--- config.mk ---
export PLATFORM = sky130hd
export DESIGN_NAME = lut6_cfg_ctrl
export DESIGN_NICKNAME = d
export VERILOG_FILES = /design/src/rtl/lut6_cfg_pkg.sv /design/src/rtl/lut6_mux.sv /design/src/rtl/lut6_cfg_ctrl.sv
export SDC_FILE = /design/constraint.sdc
export NUM_CORES = 1
export LEC_CHECK = 0
export BUFFER_PORTS_ARGS = -buffer_cell sky130_fd_sc_hd__clkbuf_2
export CORE_ASPECT_RATIO = 0.75
export CORE_MARGIN = 4
export CORE_UTILIZATION = 30
export CTS_BUF_LIST = sky130_fd_sc_hd__clkbuf_16
export DETAILED_ROUTE_END_ITERATION = 10
export HOLD_SLACK_MARGIN = 0.15
export PLACE_DENSITY = 0.49
export SYNTH_ARGS = -nofsm -noshare
export SYNTH_HDL_FRONTEND = slang
export SYNTH_HIERARCHICAL = 1
export SYNTH_SLANG_ARGS = --single-unit
--- constraint.sdc ---
create_clock -name i_clk -period 2.9 [get_ports i_clk]
set_input_delay 0 -clock i_clk [delete_from_list [all_inputs] [get_ports i_clk]]
set_output_delay 0 -clock i_clk [all_outputs]
set_load 0.005 [all_outputs]
--- src/rtl/lut6_cfg_pkg.sv ---
// rtl/lut6_cfg_pkg.sv - shared types and helpers for the LUT6 configuration controller
package lut6_cfg_pkg;

  localparam int LUT_BITS = 64;
  localparam int SEL_W    = 6;
  localparam int CNT_W    = 6;

  typedef enum logic [1:0] {
    IDLE   = 2'd0,
    LOAD   = 2'd1,
    COMMIT = 2'd2
  } cfg_state_e;

  function automatic bit chunk_ok(input int chunk_w);
    return (chunk_w > 0) && (chunk_w <= LUT_BITS) && ((LUT_BITS % chunk_w) == 0);
  endfunction

  function automatic int nbeats(input int chunk_w);
    return LUT_BITS / chunk_w;
  endfunction

  function automatic logic mux4(input logic [3:0] d, input logic [1:0] s);
    return d[s];
  endfunction

endpackage

--- src/rtl/lut6_mux.sv ---
// rtl/lut6_mux.sv - combinational 64:1 truth-table select as a three-level 4:1 tree
module lut6_mux
  import lut6_cfg_pkg::*;
(
  input  logic [LUT_BITS-1:0] i_table,
  input  logic [SEL_W-1:0]    i_sel,
  output logic                o_z
);

  logic [15:0] w_lvl1;
  logic [3:0]  w_lvl2;

  for (genvar g = 0; g < 16; g++) begin : g_lvl1
    assign w_lvl1[g] = mux4(i_table[g*4 +: 4], i_sel[1:0]);
  end

  for (genvar g = 0; g < 4; g++) begin : g_lvl2
    assign w_lvl2[g] = mux4(w_lvl1[g*4 +: 4], i_sel[3:2]);
  end

  assign o_z = mux4(w_lvl2, i_sel[5:4]);

endmodule

--- src/rtl/lut6_cfg_ctrl.sv ---
// rtl/lut6_cfg_ctrl.sv - reconfigurable LUT6: chunked shadow load, atomic commit, continuous lookup
module lut6_cfg_ctrl
  import lut6_cfg_pkg::*;
#(
  parameter int          CHUNK_W      = 4,
  parameter logic [63:0] INIT_DEFAULT = 64'h0,
  parameter bit          REG_OUT      = 1'b1
) (
  input  logic               i_clk,
  input  logic               i_rst,
  input  logic               i_cfg_valid,
  output logic               o_cfg_ready,
  input  logic [CHUNK_W-1:0] i_cfg_data,
  input  logic               i_cfg_last,
  output logic               o_cfg_done,
  output logic               o_cfg_err,
  input  logic [SEL_W-1:0]   i_sel,
  output logic               o_z,
  output logic [LUT_BITS-1:0] o_active_init
);

  if (!chunk_ok(CHUNK_W)) begin : g_bad_chunk
    $error("lut6_cfg_ctrl: CHUNK_W must divide 64");
  end

  localparam int               NBEATS   = nbeats(CHUNK_W);
  localparam logic [CNT_W-1:0] LAST_CNT = CNT_W'(NBEATS - 1);

  cfg_state_e          r_state;
  logic [CNT_W-1:0]    r_cnt;
  logic [LUT_BITS-1:0] r_shadow;
  logic [LUT_BITS-1:0] r_active;
  logic                r_ready;
  logic                r_done;
  logic                r_err;

  logic       w_accept;
  logic       w_final_beat;
  logic [5:0] w_wr_base;
  logic       w_mux_z;

  assign w_accept     = i_cfg_valid & r_ready;
  assign w_final_beat = (r_cnt == LAST_CNT);
  assign w_wr_base    = 6'(int'(r_cnt) * CHUNK_W);

  // Framing is judged per beat: only the final beat may (and must) carry LAST.
  always_ff @(posedge i_clk) begin
    if (i_rst) begin
      r_state  <= IDLE;
      r_cnt    <= '0;
      r_shadow <= '0;
      r_active <= INIT_DEFAULT;
      r_ready  <= 1'b1;
      r_done   <= 1'b0;
      r_err    <= 1'b0;
    end else begin
      r_done <= 1'b0;
      r_err  <= 1'b0;
      case (r_state)
        IDLE, LOAD: begin
          if (w_accept) begin
            r_shadow[w_wr_base +: CHUNK_W] <= i_cfg_data;
            if (w_final_beat && i_cfg_last) begin
              r_state <= COMMIT;
              r_ready <= 1'b0;
            end else if (w_final_beat || i_cfg_last) begin
              r_err   <= 1'b1;
              r_cnt   <= '0;
              r_state <= IDLE;
            end else begin
              r_cnt   <= r_cnt + 1'b1;
              r_state <= LOAD;
            end
          end
        end
        COMMIT: begin
          r_active <= r_shadow;
          r_cnt    <= '0;
          r_done   <= 1'b1;
          r_ready  <= 1'b1;
          r_state  <= IDLE;
        end
        default: begin
          r_state <= IDLE;
          r_cnt   <= '0;
          r_ready <= 1'b1;
        end
      endcase
    end
  end

  lut6_mux u_mux (
    .i_table (r_active),
    .i_sel   (i_sel),
    .o_z     (w_mux_z)
  );

  // The output flop samples the pre-commit table in the COMMIT cycle, so no mixed value appears.
  if (REG_OUT) begin : g_reg_out
    logic r_z;
    always_ff @(posedge i_clk) begin
      if (i_rst) r_z <= 1'b0;
      else       r_z <= w_mux_z;
    end
    assign o_z = r_z;
  end else begin : g_comb_out
    assign o_z = w_mux_z;
  end

  assign o_cfg_ready   = r_ready;
  assign o_cfg_done    = r_done;
  assign o_cfg_err     = r_err;
  assign o_active_init = r_active;

endmodule

## Word level (Yosys, flattened, before mapping)

Index checks and enable logic that the tools add are counted.

| operators by class | value |
|---|---|
| $add $sub $neg | 2 |
| order comparisons | 3 |
| eq/ne operators | 3 |
| shifts and indexed selects | 2 |
| muxes and demuxes | 48 |
| bitwise operators | 4 |
| reduce and logical (&&, ||, !) cells | 9 |

Operators by type and width:

| operator | number |
|---|---|
| $bwmux 64 | 1 |
| $shift 4x8->64 const A | 1 |
| $shiftx 4x8->64 | 1 |
| $bmux 1 s2 | 21 |
| $mux 1 | 24 |
| $lt 2x3->1 const B | 3 |
| $neg 6->8 | 1 |
| $add 6x1->6 const B | 1 |
| $eq 6x4->1 const B | 1 |
| $mux 6 | 1 |
| $reduce_and 2->1 | 3 |
| $reduce_or 2->1 | 2 |
| $reduce_or 4->1 | 1 |
| $not 1->1 | 3 |
| $eq 2x1->1 const B | 1 |
| $eq 2x2->1 const B | 1 |
| $logic_not 2->1 | 1 |
| $mux 2 | 1 |
| $and 1x1->1 | 1 |
| $logic_and 1x1->1 | 1 |
| $logic_or 1x1->1 | 1 |

| word-level totals | value |
|---|---|
| bits in registers | 140 |
| input port bits | 14 |
| output and inout bits | 68 |
| word-level logic and storage cells | 79 |

## Depth between registers and ports, before layout

Gate-level depths: netlist of run 1.

| logic depth | value |
|---|---|
| depth after elaboration | 6 |
| mapped depth | 8 |
| mapped depth without buffers | 6 |

## Modules after synthesis

The synthesis of run 1 kept the hierarchy.

By module, submodules not included:

| module | times used | cells each | area an instance (µm²) | sequential area each (µm²) |
|---|---|---|---|---|
| lut6_cfg_ctrl | 1 | 646 | 5624.1 | 2802.7 |
| lut6_mux | 1 | 62 | 600.6 | 0.0 |

## Worst setup path after synthesis of run 1

Ideal clock, no wire load.

| timing path | value |
|---|---|
| kind | register to register |
| start | register r_cnt[0] |
| end | register r_shadow[20] |
| setup time | 0.115 ns |
| arrival time | 2.066 ns |
| required time | 2.785 ns |
| slack | 0.719 ns |
| cell stages (with the launch flop) | 9 |
| buffers on the path | 2 |
| clock period less this slack | 2.181 ns |
| cells stage by stage | dfxtp_1 -> buf_2 -> inv_1 -> ha_1 -> nand2b_1 -> a2111oi_4 -> buf_6 -> a21boi_1 -> o21ba_1 |

| on the way | value |
|---|---|
| longest elaborated chain between the ends | 3 |

RTL lines:

| what | line | text |
|---|---|---|
| start, declared | lut6_cfg_ctrl.sv:30 | `logic [CNT_W-1:0] r_cnt;` |
| start signal, assigned | lut6_cfg_ctrl.sv:71 | `r_cnt <= r_cnt + 1'b1;` |
| $neg 6->8 * | lut6_cfg_ctrl.sv:62 | `r_shadow[w_wr_base +: CHUNK_W] <= i_cfg_data;` |
| $shiftx 4x8->64 or $shift 4x8->64 (tied branches) | lut6_cfg_ctrl.sv:62 |  |
| $bwmux 64 * | lut6_cfg_ctrl.sv:62 |  |
| end signal, assigned by index | lut6_cfg_ctrl.sv:62 |  |
| end, declared | lut6_cfg_ctrl.sv:31 | `logic [LUT_BITS-1:0] r_shadow;` |

Mark *: on every way between the ends. The rest lies on a longest branch, timed or not.
A chain may end at the register's enable or synchronous reset.

## Worst setup path after layout of run 1

| timing path | value |
|---|---|
| start | register r_cnt[1] |
| end | register r_shadow[54] |

The elaborated chain is that of the path after synthesis.

==> results.yml, run 1 <==
layout:
  syn_to_final_growth_pct: 21.9
  multi_input_area_sq_um: 3170
  antenna_cells: 0
  final_common_cell: "nand2_1"
  fin_area_sq_um: 7590
  final_util_pct: 37.3
  drive_gt1_share_pct: 19.0
  ff_latch_area_sq_um: 2800
  fillers: 2114
  final_cell_mix: "152 x nand2_1, 140 x dfxtp_1, 83 x a21oi_1"
  nets: 794
synthesis:
  synth_top_cell_area_share_pct: 45.0
  synthesis.nets: 726
  yosysTopAreaCell: "dfxtp_1"
  ys.flop_type: "dfxtp_1"
  ys_seq_area_share_pct: 45.0
  syn_inst: 708
  synth.area.top_cells: "dfxtp_1 45%, nand2_1 9.2%, mux2i_1 7.4%, a21oi_1 6.7%, nand2b_1 4.1%"
  netlist_area_sq_um: 6220
  ys_warn_count: 6
  yosys.cell_types.count: 53
  postSynthAreaPerCell_sq_um: 8.79
  synth_edf_count: 0
  ys_ff_latch: 140
  async_reset_ff_share_pct: 0
sta:
  drv_slew: 0
  hold_viol_final: 0
  max_slew_margin_pct: 51.9
  fin_crit_ns: 2.46
  skew_ns: 0.00692
  rsz0062_at_grt: "false"
  fin_ws_ns: 0.442
  worst_pin_slew_ns: 0.716
  finalSetupViolCount: 0
  finalCritPeriodShare_pct: 84.7
  fmax_mhz: 407
  fin_tns_setup_ns: 0
global_route:
  busiest_layer: "met1"
  grtUsageMet3_pct: 3.88
  grt_util_met1_pct: 25.8
  grt_pass1_vias: 4896
  grt_antenna_before_repair: 0
  met2_usage_pct: 21.0
  grt_pass1_wl_um: 29100
  grtUsageTotal_pct: 15.9
  overflow: 0
  grt_max_degree: 72
clock_network:
  clock_latency_ns: 0.42
  post_cts_buffers: 0
  clk_pin_slew_ns: 0.06
  cts_buffer_depth: 2
  htree_levels: 4
  cts-resized-gates: 0
  hold_buffers: 8
  cts_num_sinks: 140
  cts_root_buffer: "clkbuf_16"
  cts_tree: "done"
  cts_buffers: 17
die:
  dieWidth_um: 174
  fp.dieH_um: 133
  rows: 45
  coreArea_sq_um: 20300
  initial_core_util_pct: 30.6
  die_area_sq_um: 23100
  io_pins: 82
pwr:
  ir_drop_uv: 405
  power_density_nw_per_um2: 599
  leakage_nw: 3.01
  pwr-share-clk_pct: 52.8
  p_int_mw: 3.53
  combPwrFrac_pct: 4.6
  swShare_pct: 22.5
  power.share.sequential_pct: 42.6
  power.switching_mw: 1.02
route:
  routed_wirelength_um: 18500
  dr.pass1.iters: 5
  drtAntennaViolNets: 0
  via_count: 5229
  drtIter0Drc: 482
  post_drt_wl_per_cell_um: 17.2
  viasPerCell: 4.88
  drc: 0
worst_setup_path:
  crit_path_start: "r_cnt[1]"
  critPathSlowestCell: "dfxtp_1"
  regToRegSetupSlack_ns: 0.44
  end_kind: "register"
  cp_max_fo: 12
  crit_required_ns: 3.20
  path_buf_inv: 1
  critPathLaunchType: "register"
  endpoint: "r_shadow[54]"
  cp_top_family: "simple AND/OR/NAND/NOR gates"
  path_cells: "inv_1 > ha_1 > nand2b_1 > a21oi_1 > nand3_1 > mux2i_1"
  arrival_ns: 2.75
  critPathMaxStageDelay_ns: 0.59
  path_depth: 6
  rr_startpoint: "r_cnt[1]"
  crit_type: "register to register"
  r2r_end: "r_shadow[54]"
  r2r_cells: 6
place:
  post-place-ws_ns: 0.486
  place_congestion: 0.782
  io_buffers: 81
  placed_cell_area_sq_um: 6860
  dp_hpwl_um: 12900
status:
  status: "finished, final reports clean"
worst_hold_path:
  min_path_type: "input port to register"
job:
  cap_violations: 0
-- synthesized netlist by cell type (all sizes together), types with 8 or more instances --
master,count
a211oi,8
a21oi,83
and3,15
buf,18
clkbuf,31
dfxtp,140
inv,11
mux2i,46
mux4,12
nand2,152
nand2b,41
nand3,32
nor2,23
o21ai,18
-- layout make-up --
type                       instances  area share, %
clock buffer                      17           5.61
sequential                       140           36.9
tap                              282           4.65
timing repair buffer              98           7.65
clock inverter                    15           2.90
multi-input combinational        508           41.7
inverter                          11          0.544
-- kinds of logic (layout without fill, tap and decap cells) --
group | Yosys count | count (layout) | share of synthesized area [%]
simple gates | 304 | 304 | 23.7
flops | 140 | 140 | 45.0
compound gates | 139 | 139 | 13.9
buf+inv | 60 | 141 | 4.26
mux | 59 | 59 | 12.0
fa+ha+maj | 4 | 4 | 0.804
xor+xnor | 2 | 2 | 0.281
-- worst min path at each step --
stage | cells after the start | endpoint | start | slack (ns)
after floorplan | 2 | r_state[1] | i_cfg_last | 0.12
after global placement | 3 | r_state[1] | i_cfg_last | 0.29
after detailed placement | 3 | r_state[1] | i_cfg_last | 0.29
after CTS | 5 | o_z | i_sel[5] | 0.25
after global routing | 5 | o_z | i_sel[5] | 0.28
final | 5 | o_z | i_sel[5] | 0.25
-- power by group through the flow --
stage	logic, mW	clock network, mW	registers (mW)
4_1_cts	0.210	2.45	1.94
3_3_place_gp	0.203	0	1.98
5_1_grt	0.227	2.54	1.94
6_report	0.210	2.40	1.94
3_5_place_dp	0.202	0	1.98
2_1_floorplan	0.135	0	1.98
-- state kept, by name (all words and copies together) (netlist names) --
name and cells:
o_active_init 64, r_shadow 64, r_cnt 6, r_state 2, o_cfg_done 1, o_cfg_err 1, o_cfg_ready 1, o_z 1
-- worst min-delay path, delay by kind of cell --
kind / cells / cell delay (ns)
AOI/OAI and AO/OA: 2 / 0.26
and+or+nand+nor: 2 / 0.26
buffers and inverters: 1 / 0.11
-- per-stage QoR --
stage | instances | hold WS [ns] | power [mW]
floorplan | 708 | 0.118 | 2.11
finish | 1071 | 0.247 | 4.55
global placement | 1031 | 0.291 | 2.18
CTS | 1071 | 0.252 | 4.60
global route | 1071 | 0.277 | 4.70
detailed placement | 1031 | 0.289 | 2.18
-- routing by layer --
metal,vias to the layer above,wire length (um)
met5,-,0
met4,0,91
li1,2589,-
met2,101,7410
met1,2533,10200
met3,6,754
Note: power is estimated with default switching activity, not from simulation.
==> run 2: changes to the inputs <==
clock period = 2.34 ns   (was 2.9 ns; I/O delays follow)
==> run 2 against run 1 <==
Against the previous run: cell count up 0.93%; combinational power increased by 30%; final area is 0.30% higher; critical path depth down 2; register-to-register slack lost 0.21 ns; critical endpoint is now r_shadow[19]; largest power group unchanged; sequential share of layout area is 0.11 points lower.
==> results.yml, run 2 (synthesis gave the netlist of run 1 again) <==
status:
  status: "finished, final reports clean"
sta:
  fin_tns_setup_ns: 0
  worst_pin_slew_ns: 0.634
  fin_crit_ns: 2.10
  rsz0062_at_grt: "false"
  hold_slack_ns: 0.249
  skew_ns: 0.0110
  finalSetupViolCount: 0
  finalCritPeriodShare_pct: 89.9
  hold_viol_final: 0
  max_slew_margin_pct: 57.7
  drv_slew: 0
  fmax_mhz: 475
layout:
  drive_gt1_share_pct: 19.5
  ff_latch_area_sq_um: 2800
  antenna_cells: 0
  fin_area_sq_um: 7610
  final_common_cell: "nand2_1"
  nets: 804
  multi_input_area_sq_um: 3170
  fillers: 2105
  syn_to_final_growth_pct: 22.3
  final_cell_mix: "152 x nand2_1, 140 x dfxtp_1, 83 x a21oi_1"
worst_setup_path:
  r2r_cells: 4
  end_kind: "register"
  arrival_ns: 2.39
  r2r_end: "r_shadow[19]"
  regToRegSetupSlack_ns: 0.24
  crit_type: "register to register"
  rr_startpoint: "r_cnt[2]"
  crit_required_ns: 2.63
  cp_max_fo: 19
  critPathLaunchType: "register"
  crit_path_start: "r_cnt[2]"
worst_hold_path:
  hold_end: "o_z"
  min_path_type: "input port to register"
  hold_depth: 5
  hp-start: "i_sel[5]"
die:
  fp.dieH_um: 133
  die_area_sq_um: 23100
  rows: 45
  coreArea_sq_um: 20300
  io_pins: 82
  initial_core_util_pct: 30.6
  dieWidth_um: 174
clock_network:
  cts_buffer_depth: 2
  cts-resized-gates: 0
  htree_levels: 4
  clock_latency_ns: 0.42
  cts_root_buffer: "clkbuf_16"
  clk_pin_slew_ns: 0.06
  cts_num_sinks: 140
  cts_tree: "done"
  cts_buffers: 17
global_route:
  grt_pass1_vias: 4971
  grt_max_degree: 85
  overflow: 0
  grt_pass1_wl_um: 28700
  grtUsageTotal_pct: 15.7
  grt_antenna_before_repair: 0
route:
  routed_wirelength_um: 18200
  post_drt_wl_per_cell_um: 16.8
  drtIter0Drc: 428
  viasPerCell: 4.92
  top_layer_used: "met4"
  met2_length_um: 7510
  met3WireLength_um: 1000
  dr.pass1.iters: 5
  drc: 0
  via_count: 5319
  drtAntennaViolNets: 0
  met1_length_um: 9570
pwr:
  leakage_nw: 3.05
  power_density_nw_per_um2: 702
  ir_drop_uv: 429
place:
  place_congestion: 0.812
  io_buffers: 81
  placed_cell_area_sq_um: 6950
  dp_hpwl_um: 13100
job:
  cap_violations: 0
[run 2: cell types whose count changed in the layout (fill, tap and decap cells not counted), sizes merged]
cell,before,now
buf,10,20
clkinv,4,10
clkinvlp,4,0
bufinv,5,3
[run 2: area by class of cell]
class                           count  area share (%)
Clock buffer                       17            5.59
Clock inverter                     15            2.04
Inverter                           11           0.542
Multi-Input combinational cell    508            41.6
Sequential cell                   140            36.8
Tap cell                          282            4.64
Timing Repair Buffer              108            8.78
[run 2: report_power, final]
group / switching [mW] / internal (mW) / total (mW)
Sequential: 0.00607 / 2.39 / 2.40
Combinational: 0.176 / 0.0979 / 0.274
Clock: 1.02 / 1.65 / 2.67
[run 2: through the flow]
step | util [%] | power (mW) | cells | worst slack [ns]
global placement | 34.2 | 2.72 | 1041 | 0.327
detailed placement | 34.2 | 2.72 | 1041 | 0.298
floorplan | - | 2.62 | 708 | 0.159
finish | 37.5 | 5.35 | 1081 | 0.236
CTS | 37.5 | 5.42 | 1081 | 0.261
global route | 37.5 | 5.55 | 1081 | 0.146
[run 2: routing by layer]
| metal | vias up | track usage, % |
|---|---|---|
| met4 | 0 | 3.16 |
| met1 | 2570 | 24.0 |
| met3 | 11 | 4.71 |
| met2 | 129 | 21.6 |
| met5 | - | 0 |
| li1 | 2609 | - |
[run 2: what timing repair did]
| item | 4_1_cts | 5_1_grt |
|---|---|---|
| setup buffers | 0 | 0 |
| hold buffers | 8 | 0 |
| endpoints found under the hold margin | 38 | 0 |
[run 2: how the worst max path moves through the flow]
stage,endpoint,slack (ns),cells after the start
CTS,r_shadow[19],0.26,4
finish,r_shadow[19],0.24,4
detailed placement,r_shadow[19],0.30,4
floorplan,r_shadow[20],0.16,8
global route,r_shadow[2],0.15,6
global placement,o_z,0.33,7
[run 2: worst max-delay path, stage by stage, from the launching register on]
cell,delay [ns]
dfxtp_1,0.50
o31a_1,0.43
nor4_2,0.49
nand3_1,0.34
mux2i_1,0.20
